## config.mk

```make
export PLATFORM = sky130hd
export DESIGN_NAME = sample_window
export DESIGN_NICKNAME = d
export VERILOG_FILES = /design/src/rtl/sample_window.sv
export SDC_FILE = /design/constraint.sdc
export NUM_CORES = 1
export LEC_CHECK = 0
export ABC_AREA = 1
export BUFFER_PORTS_ARGS = -buffer_cell sky130_fd_sc_hd__buf_2
export CAP_MARGIN = 20
export CELL_PAD_IN_SITES_DETAIL_PLACEMENT = 0
export CELL_PAD_IN_SITES_GLOBAL_PLACEMENT = 2
export CORE_ASPECT_RATIO = 2
export CORE_UTILIZATION = 30
export DETAILED_ROUTE_END_ITERATION = 8
export HOLD_SLACK_MARGIN = 0.06
export PLACE_DENSITY_LB_ADDON = 0.1
export SYNTH_ARGS = -nofsm -noshare
export SYNTH_HDL_FRONTEND = slang
export SYNTH_SLANG_ARGS = --single-unit
```

## constraint.sdc

```tcl
create_clock -name clk -period 13.9 [get_ports clk]
set_clock_uncertainty 0.1 [all_clocks]
set_input_delay 2.78 -clock clk [delete_from_list [all_inputs] [get_ports clk]]
set_output_delay 2.78 -clock clk [all_outputs]
set_load 0.1 [all_outputs]
```

## src/rtl/sample_window.sv

```systemverilog
// Eight-deep sample window framing a serial stream for the averaging datapath.
// Sliding or non-overlapping block windows, frozen while a presented window is pending.
module sample_window #(
    parameter int DATAWIDTH = 16
) (
    input  logic                 clk,
    input  logic                 rst,
    input  logic [DATAWIDTH-1:0] in_data,
    input  logic                 in_valid,
    output logic                 in_ready,
    input  logic                 block_mode,
    input  logic                 clear,
    output logic [DATAWIDTH-1:0] a,
    output logic [DATAWIDTH-1:0] b,
    output logic [DATAWIDTH-1:0] c,
    output logic [DATAWIDTH-1:0] d,
    output logic [DATAWIDTH-1:0] e,
    output logic [DATAWIDTH-1:0] f,
    output logic [DATAWIDTH-1:0] g,
    output logic [DATAWIDTH-1:0] h,
    output logic                 out_valid,
    input  logic                 out_ready,
    output logic [3:0]           count
);

    logic [DATAWIDTH-1:0] win_p0 [8];
    logic                 vld_p0;
    logic [3:0]           cnt_p0;
    logic                 mode_p0;
    logic                 accept;
    logic                 consume;

    assign in_ready = !vld_p0 || out_ready;
    assign accept   = in_valid && in_ready;
    assign consume  = vld_p0 && out_ready;

    // Stage p0: window shift register and framing control
    always_ff @(posedge clk or posedge rst) begin
        if (rst) begin
            for (int i = 0; i < 8; i++) win_p0[i] <= '0;
            vld_p0  <= 1'b0;
            cnt_p0  <= 4'd0;
            mode_p0 <= 1'b0;
        end else begin
            // Mode can only change while nothing is buffered or presented.
            if (cnt_p0 == 4'd0 && !vld_p0) mode_p0 <= block_mode;

            if (clear) begin
                for (int i = 0; i < 8; i++) win_p0[i] <= '0;
                vld_p0 <= 1'b0;
                cnt_p0 <= 4'd0;
            end else begin
                if (accept) begin
                    for (int i = 0; i < 7; i++) win_p0[i] <= win_p0[i+1];
                    win_p0[7] <= in_data;
                end

                if (consume && mode_p0) begin
                    // Block mode: an accompanying sample opens the next block.
                    cnt_p0 <= accept ? 4'd1 : 4'd0;
                    vld_p0 <= 1'b0;
                end else if (consume) begin
                    vld_p0 <= accept;
                end else if (accept) begin
                    if (cnt_p0 >= 4'd7) vld_p0 <= 1'b1;
                    if (cnt_p0 != 4'd8) cnt_p0 <= cnt_p0 + 4'd1;
                end
            end
        end
    end

    assign a         = win_p0[0];
    assign b         = win_p0[1];
    assign c         = win_p0[2];
    assign d         = win_p0[3];
    assign e         = win_p0[4];
    assign f         = win_p0[5];
    assign g         = win_p0[6];
    assign h         = win_p0[7];
    assign out_valid = vld_p0;
    assign count     = cnt_p0;

endmodule

```

==> impl_metrics.csv, run 1 <==
group,metric,value,unit
clock_network,cts_max_level,4,
yosys,yosysTopAreaCell,"dfrtp_1",
grt,gr-max-usage-layer,"met2",
pwr,max-vdd-ir-drop,0.08598,mV
critical_path,crit_top_cell,"buf_2",
yosys,synthFlopType,"dfrtp_1",
timing,timing.hold.ws,0.4145,ns
placement,io_buffers,155,
grt,grt_use_total,0.1665,
grt,grt_use_met2,0.2894,
critical_path,crit_cells,4,
timing,finalSetupViolCount,0,
finish,finalNetCount,722,
pwr,power.density,188.2,mW/mm^2
yosys,synth.avg_cell_area,9.626,um^2
critical_path,path_class,"primary input to output pin",
timing,drv_slew,0,
floorplanning,core,0.01778,mm^2
floorplanning,die_w,97.38,um
pwr,p_sw_frac,0.3801,
run_status,status,"finished, final reports clean",
floorplanning,die_y,192.8,um
yosys,synthCells,567,
worst_hold_path,min_path_cells,2,
grt,antenna_found_initial,0,
grt,grt_pass1_wl,24180,um
grt,use_met3,0.03912,
finish,antenna_cells,0,
timing,tightest_slew,0.9529,ns
timing,grt_setup_unrepaired,"no",
yosys,ys_types,20,
timing,clock.fmax,158.4,MHz
clock_network,cts_resized,0,
pwr,p_comb_frac,0.263,
floorplanning,rows,69,
pwr,p_int,0.0008130,W
yosys,synthTopCellsByCount,"134 x dfrtp_1, 102 x a21oi_1, 88 x nand3_1, 78 x nand2_1, 72 x o21ai_0",
yosys,syn_area,0.005458,mm^2
pwr,p_clk_frac,0.395,
clock_network,root_buffer,"clkbuf_16",
yosys,ys_warn_count,0,
finish,fillers,1836,
yosys,yosysMostFrequentCell,"dfrtp_1",
clock_network,cts.reportedPaths.clkPinSlew,0.06,ns
worst_hold_path,hp-class,"flop to flop",
yosys,synth-edff-count,0,
clock_network,cts_hold_buffers,0,
pwr,p_sw,0.0004985,W
critical_path,r2r_cells,4,
yosys,ys_ff_latch,134,
detailed_routing,vias,4459,
timing,slew_headroom,0.3647,
clock_network,post_cts_buffers,0,
critical_path,cp_top_family,"buffers and inverters",
critical_path,critPathMaxStageDelay,0.43,ns
clock_network,cts_made_buffers,17,
critical_path,crit_slowest_cell,"buf_2",
critical_path,cp-end-kind,"output pin",
pwr,power.share.sequential,0.342,
timing,setup-tns-final,0,ns
critical_path,critPathBufInv,3,
clock_network,insertion_delay,0.41,ns
clock_network,cts_tree,"done",
detailed_routing,ant_nets,0,
floorplanning,io_pins,156,
yosys,synthArstFlopShare,1.000,
timing,period_share,0.4543,
critical_path,r2r_setup_slack,10.46,ns
finish,area_growth,27.69,%
grt,grt.overflow.total,0,
timing,hold_violations,0,
grt,grt_use_met1,0.1987,
floorplanning,initial_utilization,0.3069,
yosys,synth_seq_area_share,0.6144,
placement,gp_congestion,0.7428,
yosys,synth_area_leaders,"dfrtp_1 61%, a21oi_1 9.4%, nand3_1 8.1%",
detailed_routing,drt-total-wl,15180,um
floorplanning,dieArea,0.01877,mm^2
critical_path,crit_chain,"buf_2 > inv_2 > nand2_1 > buf_2",
grt,grt_pass1_vias,4310,
critical_path,cp.arrival,3.43,ns
detailed_routing,dr.first_iter.drc_count,197,
grt,grt_max_degree,111,
clock_network,cts_sinks,134,
pwr,total_power,0.001312,W
finish,layout-drive-gt1-share,0.2771,
placement,dpl.hpwl,9999,um
yosys,syn_nets,591,
detailed_routing,first_pass_iters,4,
detailed_routing,vias_per_cell,4.826,
critical_path,critPathLaunchType,"primary input",
timing,post-route-min-period,6.315,ns
yosys,synth_top_area_share,0.6144,
pwr,p_leak,3.413,nW
placement,dp_cells,891,
detailed_routing,wl_per_cell,16.43,um
critical_path,crit_fanout,3,
finish,final_cells,924,
clock_network,clockBufferDepth,2,
critical_path,crit_required,11.02,ns
flow_run,maxCapViolations,0,
detailed_routing,drc_errors,0,
-- final cells by class --
class | count | area (um^2) | share of cell area
Clock buffer | 20 | 456.7 | 0.06553
Clock inverter | 12 | 222.7 | 0.03196
Inverter | 24 | 100.1 | 0.01436
Multi-Input combinational cell | 361 | 1737 | 0.2492
Sequential cell | 134 | 3353 | 0.4811
Tap cell | 213 | 266.5 | 0.03824
Timing Repair Buffer | 160 | 833.3 | 0.1196
-- stage by stage --
step / area (um^2) / setup slack (ns) / util
final: 6969 / 7.585 / 0.3919
after global routing: 6969 / 7.545 / 0.3919
after CTS: 6942 / 7.582 / 0.3903
after detailed placement: 6262 / 7.582 / 0.3521
after global placement: 6262 / 7.585 / 0.3521
after floorplan: 5458 / 7.437 / -
-- state kept, by name, summed over array words and instances (netlist names) --
signal and cells:
a 16, b 16, c 16, count 4
d 16, e 16, f 16, g 16
h 16, mode_p0 1, out_valid 1
-- tightest hold or removal path: cells and delay by family, from the launching register on --
kind | cells | cell delay, ns
flip-flops | 1 | 0.34
AND/OR/NAND/NOR | 1 | 0.07
AO/OA/AOI/OAI | 1 | 0.06
-- power groups by stage --
stage | clock network (W) | registers, W | logic, W
2_1_floorplan | 0 | 0.000674 | 0.0000692
3_3_place_gp | 0 | 0.000456 | 0.000346
5_1_grt | 0.000547 | 0.000454 | 0.000363
4_1_cts | 0.000532 | 0.000450 | 0.000348
3_5_place_dp | 0 | 0.000457 | 0.000347
6_report | 0.000517 | 0.000449 | 0.000345
-- worst paths after layout --
check | startpoint | end
min reg2reg | a[11] | a[11]
min | a[11] | a[11]
max in group asynchronous | rst | e[15]
max | out_ready | in_ready
max reg2reg | out_valid | h[10]
min in group asynchronous | rst | a[7]
-- cells in the final DEF (no fill, tap or decap), types with 2 or more instances in the layout --
cell type,n
inv_6,3
o21ai_0,72
dfrtp_1,134
bufinv_16,6
inv_1,21
clkinv_2,2
nand2_1,78
buf_4,4
clkbuf_8,2
ha_1,2
clkbuf_16,17
buf_2,155
nand3_1,88
a21oi_1,102
nor2_1,6
clkinvlp_4,2
o21ai_1,9
-- metal layers --
metal | wire length, um | vias up
met2 | 8026 | 101
met1 | 6373 | 2132
met4 | 178 | 0
met3 | 601 | 7
met5 | 0 | -
li1 | - | 2219
-- cells by family after synthesis --
logic type / synth area share
buf+inv: 0.06740
compound gates: 0.1724
fa+ha+maj: 0.004584
flops: 0.6144
simple gates: 0.1412
(Power assumes the default switching activity.)
==> run 2, diff against run 1 <==
clock period = 6 ns   (was 13.9 ns; I/O delays follow)
==> impl_metrics.csv, run 2 (synthesis results as in run 1) <==
group,metric,value,unit
detailed_routing,drc_errors,0,
timing,slew_headroom,0.3501,
timing,post-route-min-period,3.160,ns
clock_network,cts.reportedPaths.clkPinSlew,0.05,ns
pwr,p_leak,3.349,nW
critical_path,cp_top_family,"buffers and inverters",
grt,grt_pass1_vias,4318,
critical_path,cp-end-kind,"output pin",
grt,grt_use_total,0.1683,
grt,antenna_found_initial,0,
run_status,status,"finished, final reports clean",
clock_network,clockBufferDepth,2,
detailed_routing,drt-total-wl,15350,um
detailed_routing,vias,4469,
floorplanning,io_pins,156,
detailed_routing,dr.first_iter.drc_count,248,
critical_path,critPathMaxStageDelay,0.43,ns
finish,fillers,1873,
floorplanning,die_y,192.8,um
grt,grt.overflow.total,0,
worst_hold_path,hp-class,"flop to flop",
finish,antenna_cells,0,
timing,grt_setup_unrepaired,"no",
floorplanning,core,0.01778,mm^2
pwr,max-vdd-ir-drop,0.1794,mV
finish,finalNetCount,722,
critical_path,crit_required,4.70,ns
clock_network,cts_resized,0,
critical_path,critPathLaunchType,"primary input",
detailed_routing,ant_nets,0,
timing,tightest_slew,0.9749,ns
critical_path,crit_fanout,3,
critical_path,crit_chain,"buf_2 > inv_2 > nand2_1 > buf_2",
critical_path,crit_top_cell,"buf_2",
finish,area_growth,24.69,%
flow_run,maxCapViolations,0,
timing,clock.fmax,316.5,MHz
finish,layout-drive-gt1-share,0.2730,
floorplanning,dieArea,0.01877,mm^2
timing,drv_slew,0,
detailed_routing,wl_per_cell,16.68,um
timing,setup-tns-final,0,ns
grt,grt_pass1_wl,24520,um
placement,dpl.hpwl,10040,um
clock_network,post_cts_buffers,0,
critical_path,crit_slowest_cell,"buf_2",
placement,io_buffers,155,
clock_network,insertion_delay,0.41,ns
critical_path,cp.arrival,1.86,ns
finish,final_common_cell,"buf_2",
floorplanning,initial_utilization,0.3069,
finish,final_cell_mix,"155 x buf_2, 134 x dfrtp_1, 102 x a21oi_1",
clock_network,cts_made_buffers,17,
clock_network,root_buffer,"clkbuf_16",
floorplanning,die_w,97.38,um
clock_network,cts_tree,"done",
pwr,power.density,408.0,mW/mm^2
detailed_routing,vias_per_cell,4.858,
critical_path,path_class,"primary input to output pin",
detailed_routing,first_pass_iters,5,
timing,period_share,0.5267,
critical_path,critPathBufInv,3,
timing,finalSetupViolCount,0,
clock_network,cts_sinks,134,
clock_network,cts_hold_buffers,0,
floorplanning,rows,69,
timing,hold_violations,0,
critical_path,r2r_setup_slack,3.87,ns
clock_network,cts_max_level,4,
grt,grt_max_degree,143,
timing,timing.hold.ws,0.4164,ns
placement,gp_congestion,0.7206,
## run 2: where the power goes
part / switching [W] / total (W) / internal, W
combinational: 0.000696 / 0.000800 / 0.000103
sequential: 0.0000639 / 0.00104 / 0.000978
clock: 0.000365 / 0.000935 / 0.000570
total: 0.00113 / 0.00278 / 0.00165
## run 2: path summary, 6_finish.rpt
kind	start	end	cells past startpoint
max	out_ready	in_ready	4
min	a[0]	a[0]	2
max reg2reg	out_valid	a[7]	4
min reg2reg	a[0]	a[0]	2
max in group asynchronous	rst	a[1]	3
min in group asynchronous	rst	a[8]	2
## run 2: layout make-up
type	instances	area [um^2]	share of cell area
Sequential cell	134	3353	0.4927
Multi-Input combinational cell	361	1737	0.2552
Timing Repair Buffer	160	825.8	0.1213
Clock buffer	23	498.0	0.07318
Tap cell	213	266.5	0.03916
Inverter	24	100.1	0.01471
Clock inverter	5	25.02	0.003677
## run 2: per-stage QoR
| step | power [W] | area [um^2] | worst slack, ns | utilization | std cells |
|---|---|---|---|---|---|
| 2_1_floorplan | 0.001722 | 5458 | 1.117 | - | 567 |
| 3_3_place_gp | 0.001861 | 6282 | 2.844 | 0.3532 | 892 |
| 3_5_place_dp | 0.001867 | 6282 | 2.817 | 0.3532 | 892 |
| 4_1_cts | 0.002820 | 6805 | 2.836 | 0.3827 | 920 |
| 5_1_grt | 0.002897 | 6805 | 2.803 | 0.3827 | 920 |
| 6_report | 0.002776 | 6805 | 2.840 | 0.3827 | 920 |
## run 2: per-layer routing
| layer | GRT usage | part of all wire | wire length, um |
|---|---|---|---|
| met1 | 0.2014 | 0.42 | 6453 |
| met5 | 0 | 0 | 0 |
| met3 | 0.03803 | 0.037 | 572 |
| met4 | 0.06618 | 0.0079 | 121 |
| met2 | 0.2916 | 0.53 | 8200 |
## run 2: worst min-delay path, cell delays in order, from the launching register on
cell and delay, ns:
dfrtp_1 0.37, inv_1 0.05, o21ai_1 0.06
==> run 3, diff against run 2 <==
clock period = 3.04 ns   (was 6 ns; I/O delays follow)
==> impl_metrics.csv, run 3 (synthesis results as in run 1) <==
group,metric,value,unit
timing,hold_violations,0,
timing,slew_headroom,0.5120,
clock_network,cts_tree,"done",
clock_network,cts_hold_buffers,0,
finish,finalNetCount,726,
detailed_routing,drt-total-wl,15620,um
critical_path,cp.arrival,1.44,ns
run_status,status,"finished, final reports clean",
critical_path,crit_required,2.33,ns
placement,dp_slack,1.028,ns
finish,area_growth,28.18,%
pwr,total_power,0.005826,W
critical_path,r2r_setup_slack,1.30,ns
floorplanning,initial_utilization,0.3069,
floorplanning,die_w,97.38,um
timing,grt_setup_unrepaired,"no",
timing,finalSetupViolCount,0,
grt,grt_pass1_vias,4519,
critical_path,cp-end-kind,"output pin",
placement,io_buffers,155,
grt,grt_use_total,0.1720,
grt,grt_max_degree,135,
timing,final.setup.worst_slack,0.8912,ns
placement,gp_congestion,0.7290,
finish,fillers,1849,
floorplanning,die_y,192.8,um
placement,placedInstanceArea,0.006374,mm^2
critical_path,critPathLaunchType,"flop",
clock_network,cts_made_buffers,17,
floorplanning,dieArea,0.01877,mm^2
placement,dpl.hpwl,10320,um
finish,regArea,0.003353,mm^2
detailed_routing,drc_errors,0,
finish,fin_area,0.006995,mm^2
grt,grt_pass1_wl,24920,um
detailed_routing,wl_per_cell,16.85,um
timing,tightest_slew,0.7320,ns
clock_network,cts_resized,0,
grt,grt.overflow.total,0,
timing,post-route-min-period,2.149,ns
detailed_routing,ant_nets,0,
worst_hold_path,hp-class,"primary input to async pin",
clock_network,root_buffer,"clkbuf_16",
floorplanning,rows,69,
finish,layout-drive-gt1-share,0.2801,
timing,period_share,0.7069,
clock_network,cts_sinks,134,
timing,drv_slew,0,
detailed_routing,vias,4529,
finish,multi_input_area,0.001737,mm^2
pwr,max-vdd-ir-drop,0.3726,mV
detailed_routing,vias_per_cell,4.886,
clock_network,cts.reportedPaths.clkPinSlew,0.06,ns
clock_network,post_cts_buffers,0,
clock_network,insertion_delay,0.41,ns
flow_run,maxCapViolations,0,
timing,setup-tns-final,0,ns
pwr,power.density,832.9,mW/mm^2
floorplanning,core,0.01778,mm^2
timing,clock.fmax,465.4,MHz
detailed_routing,dr.first_iter.drc_count,224,
finish,antenna_cells,0,
floorplanning,io_pins,156,
critical_path,crit_fanout,8,
pwr,p_leak,3.416,nW
clock_network,clockBufferDepth,2,
finish,final_common_cell,"buf_2",
detailed_routing,first_pass_iters,4,
clock_network,cts_max_level,4,
grt,antenna_found_initial,0,
finish,final_cell_mix,"155 x buf_2, 134 x dfrtp_1, 102 x a21oi_1",
critical_path,path_class,"flop to output pin",
==> run 3: cell count changes in the layout (fill, tap and decap cells not counted) <==
cell	delta
clkbuf_8	-4
clkinv_4	+3
inv_6	-1
clkinv_2	-3
clkinvlp_4	+4
bufinv_16	+4
buf_12	+5
buf_4	-1
==> run 3: power by group <==
part	total (W)	leakage [nW]	switching, W	internal (W)
Clock	0.00217	0.295	0.000783	0.00139
Sequential	0.00206	1.77	0.000127	0.00193
Combinational	0.00160	1.35	0.00138	0.000219
Total	0.00583	3.42	0.00229	0.00354
==> run 3: critical path, cell delays in order, from the launching register on <==
cell     delay, ns
dfrtp_1       0.48
nand2_1       0.12
buf_2         0.43
==> run 3: area by class of cell <==
class | count | share of cell area
Multi-Input combinational cell | 361 | 0.2483
Clock buffer | 19 | 0.06332
Tap cell | 213 | 0.03810
Timing Repair Buffer | 164 | 0.1313
Clock inverter | 12 | 0.02558
Sequential cell | 134 | 0.4793
Inverter | 24 | 0.01413
==> run 3: layer usage <==
| layer | vias up | GRT usage | wire length [um] |
|---|---|---|---|
| met3 | 12 | 0.04129 | 698 |
| met4 | 0 | 0.06787 | 223 |
| met1 | 2188 | 0.2023 | 6364 |
| li1 | 2209 | - | - |
| met5 | - | 0 | 0 |
| met2 | 120 | 0.3004 | 8336 |
==> run 3: final timing paths <==
path,from,to,depth (start not counted)
max reg2reg,out_valid,a[9],4
min,rst,d[8],3
max in group asynchronous,rst,h[6],3
min in group clk,in_data[9],h[9],3
max,out_valid,in_ready,2
min reg2reg,a[11],a[11],2
==> run 3: stage by stage <==
stage	util	cells	hold slack (ns)
detailed placement	0.3584	896	0.3998
floorplan	-	567	0.3892
global route	0.3933	927	0.3261
global placement	0.3584	896	0.4031
CTS	0.3933	927	0.3074
finish	0.3933	927	0.3239
